--- config.mk ---
export PLATFORM = sky130hd
export DESIGN_NAME = lcd_fifo_feeder_flat
export DESIGN_NICKNAME = d
export VERILOG_FILES = /design/src/rtl/lcd_pkg.sv /design/src/rtl/lcd_fifo_feeder_if.sv /design/src/rtl/lcd_burst_calc.sv /design/src/rtl/lcd_fifo_feeder.sv /design/src/flat_wrapper.sv
export SDC_FILE = /design/constraint.sdc
export NUM_CORES = 1
export LEC_CHECK = 0
export CELL_PAD_IN_SITES_DETAIL_PLACEMENT = 1
export CELL_PAD_IN_SITES_GLOBAL_PLACEMENT = 2
export CORE_MARGIN = 2
export CORE_UTILIZATION = 37
export CTS_BUF_LIST = sky130_fd_sc_hd__clkbuf_4 sky130_fd_sc_hd__clkbuf_8 sky130_fd_sc_hd__clkbuf_16
export CTS_CLUSTER_SIZE = 12
export DETAILED_ROUTE_END_ITERATION = 8
export PLACE_DENSITY = 0.88
export REMOVE_ABC_BUFFERS = 1
export SLEW_MARGIN = 5
export SYNTH_ARGS = -nofsm -noshare
export SYNTH_HDL_FRONTEND = slang
export SYNTH_SLANG_ARGS = --single-unit
export TNS_END_PERCENT = 50
--- constraint.sdc ---
create_clock -name wr_clk -period 14 [get_ports wr_clk]
set_input_delay 2.1 -clock wr_clk [delete_from_list [all_inputs] [get_ports wr_clk]]
set_output_delay 2.1 -clock wr_clk [all_outputs]
set_load 0.1 [all_outputs]
--- src/rtl/lcd_pkg.sv ---
// Shared definitions for the LCD FIFO feeder: FSM state encoding,
// pixel/word geometry and the frame-size helper.
package lcd_pkg;

  localparam int PIX_W         = 24;  // pixel width pushed into the FIFO
  localparam int BYTES_PER_PIX = 4;   // one pixel per 32-bit memory word
  localparam int CNT_W         = 24;  // wide enough for 12-bit x 12-bit frames

  typedef enum logic [2:0] {
    ST_WAIT_SYNC = 3'd0,
    ST_LOAD      = 3'd1,
    ST_IDLE      = 3'd2,
    ST_REQ       = 3'd3,
    ST_DATA      = 3'd4
  } state_e;

  // Pixels in one frame; the product is formed at full counter width.
  function automatic logic [CNT_W-1:0] frame_pixels(input logic [11:0] hh,
                                                    input logic [11:0] vv);
    return CNT_W'(hh) * CNT_W'(vv);
  endfunction

endpackage

--- src/rtl/lcd_fifo_feeder_if.sv ---
// Bus bundle between the feeder and its neighbours: the FIFO push side and
// the burst-read memory port. The feeder uses the master view.
interface lcd_fifo_feeder_if #(
  parameter int ADDR_W = 32
);
  import lcd_pkg::*;

  // FIFO write side
  logic             fifo_in_req;
  logic             fifo_full;
  logic             fifo_wr_en;
  logic [PIX_W-1:0] fifo_wdata;

  // Memory burst-read request
  logic              rd_req_valid;
  logic              rd_req_ready;
  logic [ADDR_W-1:0] rd_req_addr;
  logic [7:0]        rd_req_len;

  // Memory read data (no backpressure)
  logic        rd_data_valid;
  logic [31:0] rd_data;
  logic        rd_data_last;

  modport master (
    input  fifo_in_req, fifo_full, rd_req_ready, rd_data_valid, rd_data, rd_data_last,
    output fifo_wr_en, fifo_wdata, rd_req_valid, rd_req_addr, rd_req_len
  );

  modport slave (
    output fifo_in_req, fifo_full, rd_req_ready, rd_data_valid, rd_data, rd_data_last,
    input  fifo_wr_en, fifo_wdata, rd_req_valid, rd_req_addr, rd_req_len
  );

endinterface

--- src/rtl/lcd_burst_calc.sv ---
// Burst sizing: from the pixels still owed in this frame, derive the next
// request length (beats-1) and the byte address following that burst.
module lcd_burst_calc
  import lcd_pkg::*;
#(
  parameter int ADDR_W    = 32,
  parameter int BURST_LEN = 64
) (
  input  logic [CNT_W-1:0]  remaining,
  input  logic [ADDR_W-1:0] addr,
  output logic [7:0]        len_m1,
  output logic [ADDR_W-1:0] next_addr
);

  localparam logic [CNT_W-1:0] MAX_BEATS = CNT_W'(BURST_LEN);

  logic [CNT_W-1:0] beats;

  // Clamp to BURST_LEN; an empty remainder yields len 0 and no address step.
  always_comb begin
    beats     = (remaining > MAX_BEATS) ? MAX_BEATS : remaining;
    len_m1    = (beats == '0) ? 8'd0 : 8'(beats - CNT_W'(1));
    next_addr = addr + ADDR_W'(beats) * ADDR_W'(BYTES_PER_PIX);
  end

endmodule

--- src/rtl/lcd_fifo_feeder.sv ---
// Frame-buffer reader feeding the display pixel FIFO. On frame_sync it
// fetches Hh*Vv pixels in bursts of up to BURST_LEN words while the FIFO
// asks for data, pushing rd_data[23:0] combinationally on each beat.
// Build option: define LCD_FEEDER_PINGPONG_EN to add the buf_sel port and
// choose between FRAME_BASE and FRAME_BASE1 at the start of each frame.
module lcd_fifo_feeder
  import lcd_pkg::*;
#(
  parameter int                ADDR_W      = 32,
  parameter int                BURST_LEN   = 64,
  parameter logic [ADDR_W-1:0] FRAME_BASE  = ADDR_W'(32'h0000_0000),
  parameter logic [ADDR_W-1:0] FRAME_BASE1 = ADDR_W'(32'h0080_0000)
) (
  input  logic               wr_clk,
  input  logic               rst,
  input  logic [11:0]        Hh,
  input  logic [11:0]        Vv,
  input  logic               frame_sync,
`ifdef LCD_FEEDER_PINGPONG_EN
  input  logic               buf_sel,
`endif
  lcd_fifo_feeder_if.master  bus,
  output logic               frame_done,
  output logic               overflow,
  output logic               late_frame
);

  state_e            state_q, state_d;
  logic [CNT_W-1:0]  remaining_q, remaining_d;
  logic [ADDR_W-1:0] addr_q, addr_d;
  logic              pending_q, pending_d;   // sync seen mid-burst, reload after drain
  logic              overflow_q, overflow_d;
  logic              late_q, late_d;

  logic [CNT_W-1:0]  frame_pix;
  logic [CNT_W-1:0]  rem_dec;
  logic [ADDR_W-1:0] base_addr;
  logic [7:0]        req_len;
  logic [ADDR_W-1:0] next_addr;
  logic              unused_bits;

  assign frame_pix   = frame_pixels(Hh, Vv);
  assign rem_dec     = (remaining_q == '0) ? '0 : remaining_q - CNT_W'(1);
  assign unused_bits = &{1'b0, bus.rd_data[31:PIX_W]};

`ifdef LCD_FEEDER_PINGPONG_EN
  assign base_addr = buf_sel ? FRAME_BASE1 : FRAME_BASE;
`else
  assign base_addr = FRAME_BASE;
`endif

  assign overflow   = overflow_q;
  assign late_frame = late_q;

  lcd_burst_calc #(
    .ADDR_W   (ADDR_W),
    .BURST_LEN(BURST_LEN)
  ) u_burst_calc (
    .remaining(remaining_q),
    .addr     (addr_q),
    .len_m1   (req_len),
    .next_addr(next_addr)
  );

  // State, counters and sticky flags.
  always_ff @(posedge wr_clk or posedge rst) begin
    if (rst) begin
      state_q     <= ST_WAIT_SYNC;
      remaining_q <= '0;
      addr_q      <= FRAME_BASE;
      pending_q   <= 1'b0;
      overflow_q  <= 1'b0;
      late_q      <= 1'b0;
    end else begin
      state_q     <= state_d;
      remaining_q <= remaining_d;
      addr_q      <= addr_d;
      pending_q   <= pending_d;
      overflow_q  <= overflow_d;
      late_q      <= late_d;
    end
  end

  // Next-state and bus outputs; the address advances at the request
  // handshake, which is invisible outside because only one burst is in flight.
  always_comb begin
    state_d          = state_q;
    remaining_d      = remaining_q;
    addr_d           = addr_q;
    pending_d        = pending_q;
    overflow_d       = overflow_q;
    late_d           = late_q;
    bus.rd_req_valid = 1'b0;
    bus.rd_req_addr  = '0;
    bus.rd_req_len   = '0;
    bus.fifo_wr_en   = 1'b0;
    bus.fifo_wdata   = '0;
    frame_done       = 1'b0;

    unique case (state_q)
      ST_WAIT_SYNC: begin
        if (frame_sync) state_d = ST_LOAD;
      end

      ST_LOAD: begin
        remaining_d = frame_pix;
        addr_d      = base_addr;
        pending_d   = 1'b0;
        if (frame_sync) begin
          late_d  = 1'b1;                  // reload again with the newest sync
          state_d = ST_LOAD;
        end else if (frame_pix == '0) begin
          state_d = ST_WAIT_SYNC;          // empty frame: nothing to fetch or report
        end else begin
          state_d = ST_IDLE;
        end
      end

      ST_IDLE: begin
        if (frame_sync) begin
          late_d  = 1'b1;
          state_d = ST_LOAD;
        end else if (bus.fifo_in_req) begin
          state_d = ST_REQ;
        end
      end

      ST_REQ: begin
        bus.rd_req_valid = 1'b1;
        bus.rd_req_addr  = addr_q;
        bus.rd_req_len   = req_len;
        if (bus.rd_req_ready) begin
          addr_d  = next_addr;
          state_d = ST_DATA;
          if (frame_sync) begin            // accepted burst must still be drained
            late_d    = 1'b1;
            pending_d = 1'b1;
          end
        end else if (frame_sync) begin
          late_d  = 1'b1;
          state_d = ST_LOAD;
        end
      end

      ST_DATA: begin
        if (bus.rd_data_valid) begin
          remaining_d = rem_dec;           // counts dropped beats too, keeping alignment
          if (bus.fifo_full) begin
            overflow_d = 1'b1;
          end else begin
            bus.fifo_wr_en = 1'b1;
            bus.fifo_wdata = bus.rd_data[PIX_W-1:0];
          end
        end
        if (bus.rd_data_valid && bus.rd_data_last) begin
          if (rem_dec == '0) begin
            frame_done = 1'b1;             // a sync on this beat is on time
            state_d    = (pending_q || frame_sync) ? ST_LOAD : ST_WAIT_SYNC;
          end else begin
            if (frame_sync) late_d = 1'b1;
            if (pending_q || frame_sync) state_d = ST_LOAD;
            else if (bus.fifo_in_req)    state_d = ST_REQ;
            else                         state_d = ST_IDLE;
          end
        end else if (frame_sync) begin
          late_d    = 1'b1;
          pending_d = 1'b1;
        end
      end

      default: state_d = ST_WAIT_SYNC;
    endcase
  end

endmodule

--- src/flat_wrapper.sv ---
// flat-port wrapper written by rule: the top's interface ports become plain ports
module lcd_fifo_feeder_flat import lcd_pkg::*;
#(
  parameter int                ADDR_W      = 32,
  parameter int                BURST_LEN   = 64,
  parameter logic [ADDR_W-1:0] FRAME_BASE  = ADDR_W'(32'h0000_0000),
  parameter logic [ADDR_W-1:0] FRAME_BASE1 = ADDR_W'(32'h0080_0000)
)
  (wr_clk, rst, Hh, Vv, frame_sync, frame_done, overflow, late_frame, bus_fifo_in_req, bus_fifo_full, bus_rd_req_ready, bus_rd_data_valid, bus_rd_data, bus_rd_data_last, bus_fifo_wr_en, bus_fifo_wdata, bus_rd_req_valid, bus_rd_req_addr, bus_rd_req_len);
  lcd_fifo_feeder_if #(.ADDR_W(ADDR_W)) bus_i ();
  input  logic wr_clk;
  input  logic rst;
  input  logic [11:0] Hh;
  input  logic [11:0] Vv;
  input  logic frame_sync;
  output logic frame_done;
  output logic overflow;
  output logic late_frame;
  input wire logic [$bits(bus_i.fifo_in_req)-1:0] bus_fifo_in_req;
  input wire logic [$bits(bus_i.fifo_full)-1:0] bus_fifo_full;
  input wire logic [$bits(bus_i.rd_req_ready)-1:0] bus_rd_req_ready;
  input wire logic [$bits(bus_i.rd_data_valid)-1:0] bus_rd_data_valid;
  input wire logic [$bits(bus_i.rd_data)-1:0] bus_rd_data;
  input wire logic [$bits(bus_i.rd_data_last)-1:0] bus_rd_data_last;
  output wire logic [$bits(bus_i.fifo_wr_en)-1:0] bus_fifo_wr_en;
  output wire logic [$bits(bus_i.fifo_wdata)-1:0] bus_fifo_wdata;
  output wire logic [$bits(bus_i.rd_req_valid)-1:0] bus_rd_req_valid;
  output wire logic [$bits(bus_i.rd_req_addr)-1:0] bus_rd_req_addr;
  output wire logic [$bits(bus_i.rd_req_len)-1:0] bus_rd_req_len;
  assign bus_i.fifo_in_req = bus_fifo_in_req;
  assign bus_i.fifo_full = bus_fifo_full;
  assign bus_i.rd_req_ready = bus_rd_req_ready;
  assign bus_i.rd_data_valid = bus_rd_data_valid;
  assign bus_i.rd_data = bus_rd_data;
  assign bus_i.rd_data_last = bus_rd_data_last;
  assign bus_fifo_wr_en = bus_i.fifo_wr_en;
  assign bus_fifo_wdata = bus_i.fifo_wdata;
  assign bus_rd_req_valid = bus_i.rd_req_valid;
  assign bus_rd_req_addr = bus_i.rd_req_addr;
  assign bus_rd_req_len = bus_i.rd_req_len;
  lcd_fifo_feeder #(.ADDR_W(ADDR_W), .BURST_LEN(BURST_LEN), .FRAME_BASE(FRAME_BASE), .FRAME_BASE1(FRAME_BASE1)) u_core (.wr_clk(wr_clk), .rst(rst), .Hh(Hh), .Vv(Vv), .frame_sync(frame_sync), .bus(bus_i), .frame_done(frame_done), .overflow(overflow), .late_frame(late_frame));
endmodule
==> out/results.ini <==
[finish]
final_common_cell = and2_1
drive_above_1_share = 0.0309
nets = 1543
area_delta_synth_final_pct = 18.5
n_antenna_cell = 0
stdcell_count = 1628
final_cell_mix = and2_1 (135), nand2_1 (128), clkdlybuf4s50_1 (122)
finalInstanceArea_mm2 = 0.0116

[logic_synthesis]
synth_flop_cell = dfrtp_1
synth_top_area_frac = 0.206
yosys.cell_types.count = 70
synth_top_family_by_area = adder cells
synth.area.top_cells = fa_1 (21%), dfrtp_1 (15%), ha_1 (11%)
synthArstFlopShare = 1.00
synth_seq_cells = 60
ys_warn_count = 0
synth_compound_area_frac = 0.164
postSynthCellCount = 1201
synthSimpleGateAreaFrac = 0.251
synthXorXnorAreaFrac = 0.0348
synthAdderAreaFrac = 0.320
synth.largest_area_cell = fa_1
synth_seq_area_share = 0.153
synthMuxAreaShare = 0.00523
synth_edf_count = 0
syn_area_mm2 = 0.00981
synth_area_per_cell_um2 = 8.17

[timing]
rsz0062_at_grt = false
finalSetupViolCount = 0
finalCriticalPeriod_ns = 8.39
timing.fmax_mhz = 119
whs_ns = 0.469
finalSetupTns_ns = 0
hold_viol = 0
fin_crit_sh = 0.599
slew_viol_final = 0
fin_skew_ns = 0.00871
slew_headroom = 0.251
tightestPinTransition_ns = 1.12

[detailed_routing]
avgRoutedWirePerCell_um = 17.4
vias = 8865
drc = 0
routed_wl_um = 28200
ant_nets = 0
viasPerCell = 5.45
first_pass_iters = 4
drt_iter0_drc = 555

[setup_path]
ff2ff_path_depth = 17
crit_top_cell = fa_1
crit_chain = clkdlybuf4s50_1 > nand2_1 > fa_1 > fa_1 > fa_1 > fa_1 > fa_1 > inv_1 > ha_1 > nand3_1 > a211oi_1 > a211oi_1 > o31ai_1 > a21oi_1 > xor2_1 > o211ai_1 > o31ai_1 > a21oi_1
r2r_end = u_core.addr_q[28]
crit_family = adder cells
crit_type = primary input to register
r2r_slack_ns = 8.19
cp-start-kind = primary input
path_buf_inv = 2
cp_slowest_cell = clkdlybuf4s50_1
crit_fanout = 12
crit_path_end_kind = register
crit_arrival_ns = 8.58
cp.required_ns = 14.20
regToRegStartpoint = u_core.remaining_q[10]
crit_path_max_incr_delay_ns = 0.79

[clocking]
numClockSinks = 60
clock_latency_ns = 0.34
cts_made_buffers = 9
cts_max_path_buffers = 2
h-tree-depth = 3
post-cts-setup-buffer-count = 0
clkTransAtPathRegs_ns = 0.05
cts_tree = done
ctsHoldBuffers = 0
cts_resized = 0
root_buffer = clkbuf_16

[grt]
grt_pass1_wl_um = 48800
grt_remaining_overflow = 0
antenna_found_initial = 0
grt_max_degree = 61
grt_usage = 0.211
grt_pass1_vias = 9525

[worst_hold_path]
min_to = u_core.overflow
holdPathStages = 1
hold_path.class = register to register
hold_path.startpoint = u_core.overflow

[floorplan]
initial_core_util = 0.376
io_pins = 133
die_h_um = 167
rows = 59
die_w_um = 167
core_mm2 = 0.0261
die-area_mm2 = 0.0278

[placed_design]
post-dp-hpwl_um = 22400
placedCellCount = 1613
place_congestion = 0.837
dpl-instance-area_mm2 = 0.0113
io_buffers = 122

[power]
leakage_nw = 5.17
p_per_area_mw_per_mm2 = 214
peakVddDrop_uv = 111

[job]
timing.max_cap.violations = 0

[outcome]
status = completed

[per-layer routing]
| layer | GRT usage | routed length [um] | vias to the layer above |
|---|---|---|---|
| met2 | 0.373 | 14300 | 108 |
| met5 | 0 | 0 | - |
| met4 | 0.0375 | 374 | 0 |
| li1 | - | - | 4222 |
| met1 | 0.280 | 12900 | 4507 |
| met3 | 0.0250 | 645 | 28 |
[sequential cells by signal, summed over array words and instances, names as in the netlist]
register,cells
u_core.state_q,3
u_core.late_frame,1
u_core.remaining_q,24
u_core.addr_q,30
u_core.pending_q,1
u_core.overflow,1
[how the worst max path moves through the flow]
stage,cells after the start,startpoint,to,slack [ns]
final,18,Hh[2],u_core.state_q[1],5.61
after global routing,18,Hh[2],u_core.state_q[1],5.19
after CTS,18,Hh[2],u_core.state_q[1],5.67
after detailed placement,18,Hh[2],u_core.state_q[1],5.34
after global placement,18,Hh[2],u_core.state_q[1],5.41
after floorplan,9,u_core.remaining_q[10],bus_rd_req_len[7],6.26
[cells by family (layout without fill, tap and decap cells)]
kind of cell,count (synthesis),count (layout)
compound gates,251,251
xor+xnor,39,39
fa+ha+maj,190,190
buf+inv,183,257
flops,60,60
mux,5,5
other cells,1,19
simple gates,472,472
[layout make-up]
| class | instances | area (um2) |
|---|---|---|
| Fill cell | 3135 | 14400 |
| Multi-Input combinational cell | 976 | 7680 |
| Sequential cell | 60 | 1500 |
| Timing Repair Buffer | 129 | 1270 |
| Inverter | 113 | 424 |
| Tap cell | 335 | 419 |
| Clock buffer | 11 | 253 |
| Clock inverter | 4 | 72.6 |
[power breakdown]
group / switching [mW] / internal [mW] / leakage (nW)
logic: 1.17 / 0.751 / 4.24
clock network: 0.0857 / 0.164 / 0.158
registers: 0.0797 / 0.242 / 0.779
[stage by stage]
stage          total power, mW  setup slack (ns)   util
2_1_floorplan             1.74              6.26      -
3_3_place_gp              2.19              5.41  0.434
3_5_place_dp              2.24              5.34  0.434
6_report                  2.49              5.61  0.446
4_1_cts                   2.51              5.67  0.446
5_1_grt                   2.77              5.19  0.446
[synth_stat cells (4+ instances only)]
library cell / number
and2_1: 135
a32oi_1: 5
or3_1: 12
nand4b_1: 4
ha_1: 89
nor4_1: 12
nand2_1: 128
clkbuf_1: 59
mux2i_1: 4
nor2_1: 59
a211oi_1: 15
nand3_1: 44
o211ai_1: 7
o31a_1: 4
buf_2: 7
nand3b_1: 5
o21ai_0: 78
o22ai_1: 6
nor3_1: 26
o31ai_1: 6
a21oi_1: 54
or2_2: 8
dfrtp_1: 60
inv_1: 113
a21o_1: 19
xor2_1: 20
nand4_1: 5
nand2b_1: 10
xnor2_1: 19
a31oi_1: 5
and3_1: 6
fa_1: 101
o21a_1: 12
No activity file was read; power rests on OpenSTA's default activity.
